[src/rtl/mult_booth_if.sv]
// =============================================================================
// mult_booth_if : operand/product bundle for the sign-magnitude Booth multiplier
// Rev 1.0
// =============================================================================
`default_nettype none

interface mult_booth_if;
  logic [15:0] A;
  logic [15:0] B;
  logic [31:0] P;

  modport master (output A, output B, input P);
  modport slave  (input A, input B, output P);
endinterface

`default_nettype wire

[src/rtl/mult_booth.sv]
// =============================================================================
// mult_booth : Q3.12 sign-magnitude x Q3.12 -> Q7.24 two's-complement product,
//              radix-4 Booth magnitude core, one registered cycle of latency.
// Rev 1.0
// =============================================================================
`default_nettype none

module mult_booth (
  input  wire          clk,
  input  wire          rst_n,
  mult_booth_if.slave  bus
);

  logic        sgn;
  logic [14:0] ma;
  logic [14:0] mb;
  logic [16:0] rec;
  logic [2:0]  trip;
  logic [16:0] pp;
  logic [31:0] mag_sum;
  logic [31:0] p_d;
  logic [31:0] p_q;

  assign sgn = bus.A[15] ^ bus.B[15];
  assign ma  = bus.A[14:0];
  assign mb  = bus.B[14:0];
  // mb zero-extended to 16 bits with the implicit 0 below the LSB
  assign rec = {1'b0, mb, 1'b0};

  always_comb begin
    mag_sum = '0;
    trip    = '0;
    pp      = '0;
    for (int i = 0; i < 8; i++) begin
      trip = rec[2*i +: 3];
      case (trip)
        3'b001, 3'b010: pp = {2'b00, ma};
        3'b011:         pp = {1'b0, ma, 1'b0};
        3'b100:         pp = -{1'b0, ma, 1'b0};
        3'b101, 3'b110: pp = -{2'b00, ma};
        default:        pp = '0;
      endcase
      mag_sum = mag_sum + ({{15{pp[16]}}, pp} << (2 * i));
    end
  end

  // The top digit is never negative, so mag_sum is ma*mb and bits 31:30 stay 0.
  // A zero magnitude negates to zero, which rules out a negative-zero result.
  always_comb begin
    p_d = sgn ? (32'd0 - mag_sum) : mag_sum;
  end

  always_ff @(posedge clk or negedge rst_n) begin
    if (!rst_n) begin
      p_q <= '0;
    end else begin
      p_q <= p_d;
    end
  end

  assign bus.P = p_q;

endmodule

`default_nettype wire

[src/flat_wrapper.sv]
// flat-port wrapper written by rule: the top's interface ports become plain ports
module mult_booth_flat 
  (clk, rst_n, bus_A, bus_B, bus_P);
  mult_booth_if bus_i ();
  input  wire clk;
  input  wire rst_n;
  input wire logic [$bits(bus_i.A)-1:0] bus_A;
  input wire logic [$bits(bus_i.B)-1:0] bus_B;
  output wire logic [$bits(bus_i.P)-1:0] bus_P;
  assign bus_i.A = bus_A;
  assign bus_i.B = bus_B;
  assign bus_P = bus_i.P;
  mult_booth u_core (.clk(clk), .rst_n(rst_n), .bus(bus_i));
endmodule
[config.mk]
export PLATFORM = sky130hd
export DESIGN_NAME = mult_booth_flat
export DESIGN_NICKNAME = d
export VERILOG_FILES = /design/src/rtl/mult_booth_if.sv /design/src/rtl/mult_booth.sv /design/src/flat_wrapper.sv
export SDC_FILE = /design/constraint.sdc
export NUM_CORES = 1
export LEC_CHECK = 0
export CAP_MARGIN = 20
export CORE_MARGIN = 3
export CORE_UTILIZATION = 55
export CTS_CLUSTER_SIZE = 10
export DETAILED_ROUTE_END_ITERATION = 8
export PLACE_DENSITY_LB_ADDON = 0.25
export REMOVE_ABC_BUFFERS = 1
export SETUP_SLACK_MARGIN = 0.5
export SYNTH_ARGS = -nofsm -noshare
export SYNTH_HDL_FRONTEND = slang
export SYNTH_SLANG_ARGS = --single-unit
[constraint.sdc]
create_clock -name clk -period 0.8 [get_ports clk]
set_clock_uncertainty 0.05 [all_clocks]
set_input_delay 0.12 -clock clk [delete_from_list [all_inputs] [get_ports clk]]
set_output_delay 0.12 -clock clk [all_outputs]
set_load 0.02 [all_outputs]
==> flow_metrics.py, run 1 <==
metrics = {
    "yosys": {
        "synthCells": 1477,
        "synth_adder_area_share_pct": 24.9,
        "yosys.area_share.simple_pct": 15.7,
        "synth_edf_count": 0,
        "synth_top_family_by_area": "compound AO/OA/AOI/OAI gates",
        "synth-xor-area-share_pct": 10.7,
        "ys_ff_latch": 32,
        "netlist_area_sq_um": 10800,
        "synth_cell_types": 74,
        "syn_avg_cell_area_sq_um": 7.29,
        "muxShareOfSynthArea_pct": 2.16,
        "ys_warn_count": 0,
        "synth_ff_type": "dfrtp_1",
        "synth_compound_area_share_pct": 29.6,
        "synthArstFlopShare_pct": 100,
        "seq_area_frac_synth_pct": 7.43,
    },
    "sta": {
        "crit_endpoint": "u_core.bus.P[31]$_DFF_PN0_/D",
        "worst_endpoint_kind": "register data pin",
    },
    "placement": {
        "hpwl_microns": 32600,
        "numPortBuffers": 65,
        "place_congestion": 1.02,
    },
    "outcome": {
        "stop_stage": "5_1_grt",
        "tool.error": "[ERROR GRT-0232] Routing congestion too high. Check the congestion heatmap in the GUI.",
        "status": "stopped before the end",
    },
    "die": {
        "initial_core_util_pct": 56.8,
        "rows": 50,
        "die_y_microns": 146,
        "dieWidth_microns": 146,
        "num_io_pins": 66,
    },
    "grt": {
        "grt_overflow": 156,
        "antenna_found_initial": 9,
        "grt_max_degree": 22,
        "grtUsageTotal_pct": 81.1,
    },
    "clock_tree": {
        "htreeDepth": 2,
        "cts-root-buf": "clkbuf_16",
        "cts_buffers": 5,
        "numClockSinks": 32,
        "cts_buffer_depth": 2,
    },
}
## cell families after synthesis
family / count (synthesis)
buffers and inverters: 264
and+or+nand+nor: 373
muxes: 23
DFF: 32
adders and majority gates: 158
AOI/OAI and AO/OA: 501
xor gates and xnor gates: 126
## metal layers
layer / overflow / global-route usage [%]
met5: 0 / 35.5
met4: 63 / 84.4
met3: 8 / 70.4
met2: 81 / 92.7
met1: 4 / 80.7
## Yosys cell counts (all sizes together) (17+ instances only)
cell    instances  area (sq um)
o21ai         162           811
nand2         149           559
inv           132           495
nor2          120           453
clkbuf        101           379
a21oi         100           504
fa             94          1880
xnor2          76           684
ha             64           801
xor2           49           448
a221oi         41           359
a21o           33           248
dfrtp          32           801
a22oi          28           210
buf            28           135
o22ai          26           163
a31oi          25           156
mux2i          21           210
a221o          17           170
or2            17           106
## repair_timing
action,in CTS
cloned,4
endpoints found under the setup margin,96
pin swaps,139
endpoints found under the hold margin,8
buffers inserted,44
gates resized for setup,487
## stage by stage
step           area (sq um)  TNS, ns  hold WS, ns  instances  setup slack (ns)
2_1_floorplan         10300  -176.51       -0.226       1348             -8.21
3_3_place_gp          14400  -194.10        0.451       2080             -7.88
3_5_place_dp          14400  -198.60        0.464       2080             -8.09
4_1_cts               16300  -162.41       -0.114       2136             -6.96
==> run 2, diff against run 1 <==
Settings changed: CORE_UTILIZATION 55 to 40, CTS_CLUSTER_SIZE 10 to not set, PLACE_DENSITY_LB_ADDON 0.25 to 0.15, SETUP_SLACK_MARGIN 0.5 to not set.
==> flow_metrics.py, run 2 <==
metrics = {
    "outcome": {
        "status": "finished with violations",
        "violations": "negative setup slack",
    },
    "sta": {
        "min_period_over_period_pct": 972,
        "relSlewSlack_pct": 61.6,
        "hold_violations": 0,
        "rsz0062_at_grt": "true",
        "slew_violations": 0,
        "timing.hold.ws_ns": 0.140,
        "period_needed_ns": 7.77,
        "worst_pin_slew_ns": 0.570,
        "fmax_ghz": 0.129,
        "fin_ws_ns": -6.97,
        "setup_viol": 63,
    },
    "grt": {
        "grt_overflow": 0,
        "grt_pass1_wl_microns": 67900,
        "grtUsageTotal_pct": 29.2,
        "grt_pass1_vias": 12400,
        "grt_max_degree": 33,
        "antenna_found_initial": 0,
    },
    "routing": {
        "detail_route.wl_per_cell_microns": 19.8,
        "drt_first_pass_iters": 5,
        "ant_nets": 0,
        "drt_iter0_markers": 1076,
        "vias_per_cell": 5.66,
        "drcViolationCount": 0,
        "vias": 12700,
        "totalWireLength_microns": 44700,
    },
    "yosys": {
        "yosys.cell_count.top_type": "o21ai_0",
        "synth_cell_types": 74,
        "synthCells": 1477,
        "synthArstFlopShare_pct": 100,
        "synth_adder_area_share_pct": 24.9,
        "syn_avg_cell_area_sq_um": 7.29,
        "synth_compound_area_share_pct": 29.6,
        "ys_warn_count": 0,
        "yosys.area_share.simple_pct": 15.7,
        "synth-xor-area-share_pct": 10.7,
        "synth_edf_count": 0,
        "seq_area_frac_synth_pct": 7.43,
        "synth_area_leaders": "fa_1 17%, dfrtp_1 7.4%, ha_1 7.4%, o21ai_0 7.1%, xnor2_1 6.1%",
        "synth_top_area_cell": "fa_1",
        "yosysTopAreaCellShare_pct": 17.5,
        "ys_ff_latch": 32,
        "synth_top_family_by_area": "compound AO/OA/AOI/OAI gates",
        "synth_ff_type": "dfrtp_1",
        "netlist_area_sq_um": 10800,
        "ys_top_cells_by_count": "152 x o21ai_0, 149 x nand2_1, 131 x inv_1",
        "muxShareOfSynthArea_pct": 2.16,
    },
    "cells_and_area": {
        "n_antenna_cell": 0,
        "largest_reg_flops": 32,
        "final_common_cell": "buf_4",
        "syn2layout_area_growth_pct": 60.5,
        "final_cell_mix": "429 x buf_4, 144 x nand2_1, 123 x o21ai_0, 104 x inv_1, 98 x nor2_1",
        "nets": 2106,
        "drive_above_1_share_pct": 42.6,
        "num-fill-cells": 2218,
    },
    "critical_path": {
        "slowest_stage": "fa_1",
        "crit_start": "bus_A[0]",
        "worstPathArrival_ns": 7.89,
        "cpPeakStageDelay_ns": 0.53,
        "crit_end": "u_core.bus.P[31]",
        "startpoint_type": "input pin",
        "cp-end-kind": "register",
        "crit_required_ns": 0.91,
        "criticalPathCategory": "input pin to register",
        "cp_max_fo": 4,
    },
    "die": {
        "num_io_pins": 66,
        "die_area_sq_um": 28900,
        "dieWidth_microns": 170,
        "rows": 59,
        "die_y_microns": 170,
        "core-area_sq_um": 26300,
        "initial_core_util_pct": 41.0,
    },
    "placement": {
        "hpwl_microns": 33800,
        "place_congestion": 0.978,
        "numPortBuffers": 65,
        "post-place-ws_ns": -8.24,
    },
    "clock_tree": {
        "clkTransAtPathRegs_ns": 0.05,
        "htreeDepth": 2,
        "cts_hold_buf": 0,
        "cts-root-buf": "clkbuf_16",
        "numClockSinks": 32,
        "cts_buffers": 5,
        "cts_tree": "done",
        "cts_buffer_depth": 2,
    },
    "hold_path": {
        "hp-class": "input pin to asynchronous set/reset pin",
    },
    "job": {
        "drv_cap": 0,
    },
}
run 2: cell counts after synthesis:
Identical to the previous run, type by type.
run 2: how the worst min path moves through the flow:
stage                from               to  depth (start not counted)
global placement    rst_n  u_core.bus.P[5]                          2
CTS                 rst_n  u_core.bus.P[4]                          2
detailed placement  rst_n  u_core.bus.P[4]                          2
global route        rst_n  u_core.bus.P[6]                          2
finish              rst_n  u_core.bus.P[6]                          2
floorplan           rst_n  u_core.bus.P[0]                          0
run 2: cells by family after synthesis:
family	Yosys count
muxes	23
DFF	32
adders and majority gates	158
xor gates and xnor gates	126
AOI/OAI and AO/OA	501
buffers and inverters	264
and+or+nand+nor	373
run 2: cell type report:
cell class / instances / area (sq um) / area share [%]
repair buffers: 559 / 4750 / 27.5
clock buffers: 7 / 153 / 0.883
multi-input cells: 1181 / 10600 / 61.4
flip-flops and latches: 32 / 801 / 4.63
well taps: 335 / 419 / 2.43
inverters: 135 / 526 / 3.04
clock inverters: 1 / 30.0 / 0.174
run 2: worst max-delay path: cells and delay by family:
family	cells	cell delay, ns
AND/OR/NAND/NOR	10	2.15
multiplexers	1	0.17
buffers and inverters	10	1.00
AO/OA/AOI/OAI	8	1.23
XOR/XNOR	3	0.51
adder cells (fa/ha/maj)	7	2.67
run 2: per-stage QoR:
step | setup TNS, ns | cells | cell area, sq um | utilization (%)
final | -165.97 | 2250 | 17300 | 65.8
after global routing | -173.29 | 2250 | 17300 | 65.8
after CTS | -165.44 | 2233 | 16200 | 61.6
after detailed placement | -198.67 | 2180 | 14700 | 55.9
after global placement | -198.67 | 2180 | 14700 | 55.9
after floorplan | -176.51 | 1348 | 10300 | -
run 2: routing by layer:
metal	up-vias	track usage, %	wire length, microns
li1	6007	-	-
met1	6129	39.8	19400
met2	499	48.3	20800
met3	91	2.49	2650
met4	0	11.2	1780
met5	-	0	0
run 2: timing repair:
item / CTS / global route
cloned: 0 / 0
gates resized for setup: 391 / 240
setup buffers: 50 / 28
endpoints found under the setup margin: 64 / 64
pin swaps: 130 / 96
Power of run 2 is not shown: default switching activity piles up to over one toggle a cycle in this logic, so the estimate is an artifact.
==> run 3, diff against run 2 <==
Settings changed: SETUP_SLACK_MARGIN set to 0.5.
==> flow_metrics.py, run 3 (synthesis gave the netlist of run 2 again) <==
metrics = {
    "cells_and_area": {
        "syn2layout_area_growth_pct": 60.0,
        "n_antenna_cell": 0,
        "drive_above_1_share_pct": 41.5,
        "num-fill-cells": 2219,
        "nets": 2110,
        "final_util_pct": 65.6,
        "largest_reg_flops": 32,
        "final_common_cell": "buf_4",
        "final_cell_mix": "422 x buf_4, 144 x nand2_1, 123 x o21ai_0, 107 x inv_1, 102 x nor2_1",
    },
    "routing": {
        "drt_first_pass_iters": 5,
        "vias": 12800,
        "totalWireLength_microns": 44600,
        "drt_iter0_markers": 1099,
        "ant_nets": 0,
        "drcViolationCount": 0,
        "detail_route.wl_per_cell_microns": 19.8,
        "vias_per_cell": 5.68,
    },
    "critical_path": {
        "startpoint_type": "input pin",
        "cp_max_fo": 4,
        "slowest_stage": "fa_1",
        "worstPathArrival_ns": 7.98,
        "cp-end-kind": "register",
        "criticalPathCategory": "input pin to register",
        "cpMostUsedCell": "buf_4",
        "crit_required_ns": 0.91,
        "cpPeakStageDelay_ns": 0.52,
    },
    "placement": {
        "post-place-ws_ns": -8.24,
        "hpwl_microns": 33800,
        "place_congestion": 0.978,
        "numPortBuffers": 65,
    },
    "die": {
        "num_io_pins": 66,
        "dieWidth_microns": 170,
        "initial_core_util_pct": 41.0,
        "core-area_sq_um": 26300,
        "die_y_microns": 170,
        "die_area_sq_um": 28900,
        "rows": 59,
    },
    "grt": {
        "grtUsageTotal_pct": 29.3,
        "grt_pass1_vias": 12400,
        "grt_pass1_wl_microns": 68000,
        "antenna_found_initial": 0,
        "grt_overflow": 0,
        "grt_max_degree": 26,
    },
    "outcome": {
        "violations": "negative setup slack",
        "status": "finished with violations",
    },
    "clock_tree": {
        "clkTransAtPathRegs_ns": 0.05,
        "cts-root-buf": "clkbuf_16",
        "cts_buffers": 5,
        "numClockSinks": 32,
        "cts_buffer_depth": 2,
        "cts_tree": "done",
        "htreeDepth": 2,
    },
    "sta": {
        "fin_ws_ns": -7.06,
        "hold_violations": 0,
        "min_period_over_period_pct": 983,
        "period_needed_ns": 7.86,
        "fmax_ghz": 0.127,
        "rsz0062_at_grt": "true",
        "relSlewSlack_pct": 66.1,
        "slew_violations": 0,
        "worst_pin_slew_ns": 0.503,
        "setup_viol": 64,
    },
    "hold_path": {
        "hp-class": "input pin to asynchronous set/reset pin",
    },
    "job": {
        "drv_cap": 0,
    },
}
run 3: cell types whose count changed in the layout (fill, tap and decap cells not counted), sizes merged:
cell / change
clkbuf: -1
dlygate4sd2: +1
clkinvlp: -1
inv: +1
buf: +3
dlymetal6s2s: +1
run 3: how the worst max path moves through the flow:
| stage | slack, ns | start | cells past startpoint | endpoint |
|---|---|---|---|---|
| after floorplan | -8.21 | bus_A[0] | 38 | u_core.bus.P[31] |
| after global placement | -8.15 | bus_A[0] | 37 | u_core.bus.P[31] |
| after detailed placement | -8.24 | bus_A[1] | 35 | u_core.bus.P[31] |
| after CTS | -6.99 | bus_A[0] | 35 | u_core.bus.P[31] |
| after global routing | -7.31 | bus_A[1] | 42 | u_core.bus.P[31] |
| final | -7.06 | bus_A[0] | 41 | u_core.bus.P[31] |
run 3: final cells by class:
cell class	count	area, sq um	area share [%]
Clock inverter	1	30.0	0.174
Clock buffer	7	153	0.886
Tap cell	335	419	2.43
Timing Repair Buffer	563	4820	28.0
Multi-Input combinational cell	1181	10500	60.9
Sequential cell	32	801	4.65
Inverter	135	522	3.03
run 3: what timing repair did:
| item | in CTS | in global routing |
|---|---|---|
| hold endpoints to repair | 16 | 0 |
| pin swaps | 119 | 88 |
| setup buffers | 47 | 18 |
| setup endpoints to repair | 96 | 80 |
| gates resized for setup | 461 | 136 |
| gates cloned | 1 | 0 |
run 3: metal layers:
metal	global-route usage [%]	vias up	share of wire, %
met5	0	-	0
met1	39.7	6142	43
met3	2.39	104	6.0
met2	48.6	547	47
li1	-	6016	-
met4	11.2	0	4.2
run 3: critical path: cells and delay by family:
family,cells,cell delay (ns)
AOI/OAI and AO/OA,8,1.42
adders and majority gates,7,2.71
buffers and inverters,12,1.29
muxes,1,0.17
and+or+nand+nor,10,1.75
xor gates and xnor gates,3,0.49
run 3: through the flow:
step | instances | area, sq um | hold WS (ns) | TNS, ns
after floorplan | 1348 | 10300 | -0.226 | -176.51
after global placement | 2180 | 14700 | 0.451 | -198.67
after detailed placement | 2180 | 14700 | 0.449 | -198.67
after CTS | 2236 | 16400 | -0.0746 | -164.57
after global routing | 2254 | 17200 | 0.0313 | -173.64
final | 2254 | 17200 | 0.0119 | -166.58
Power of run 3 is left out for the same reason.
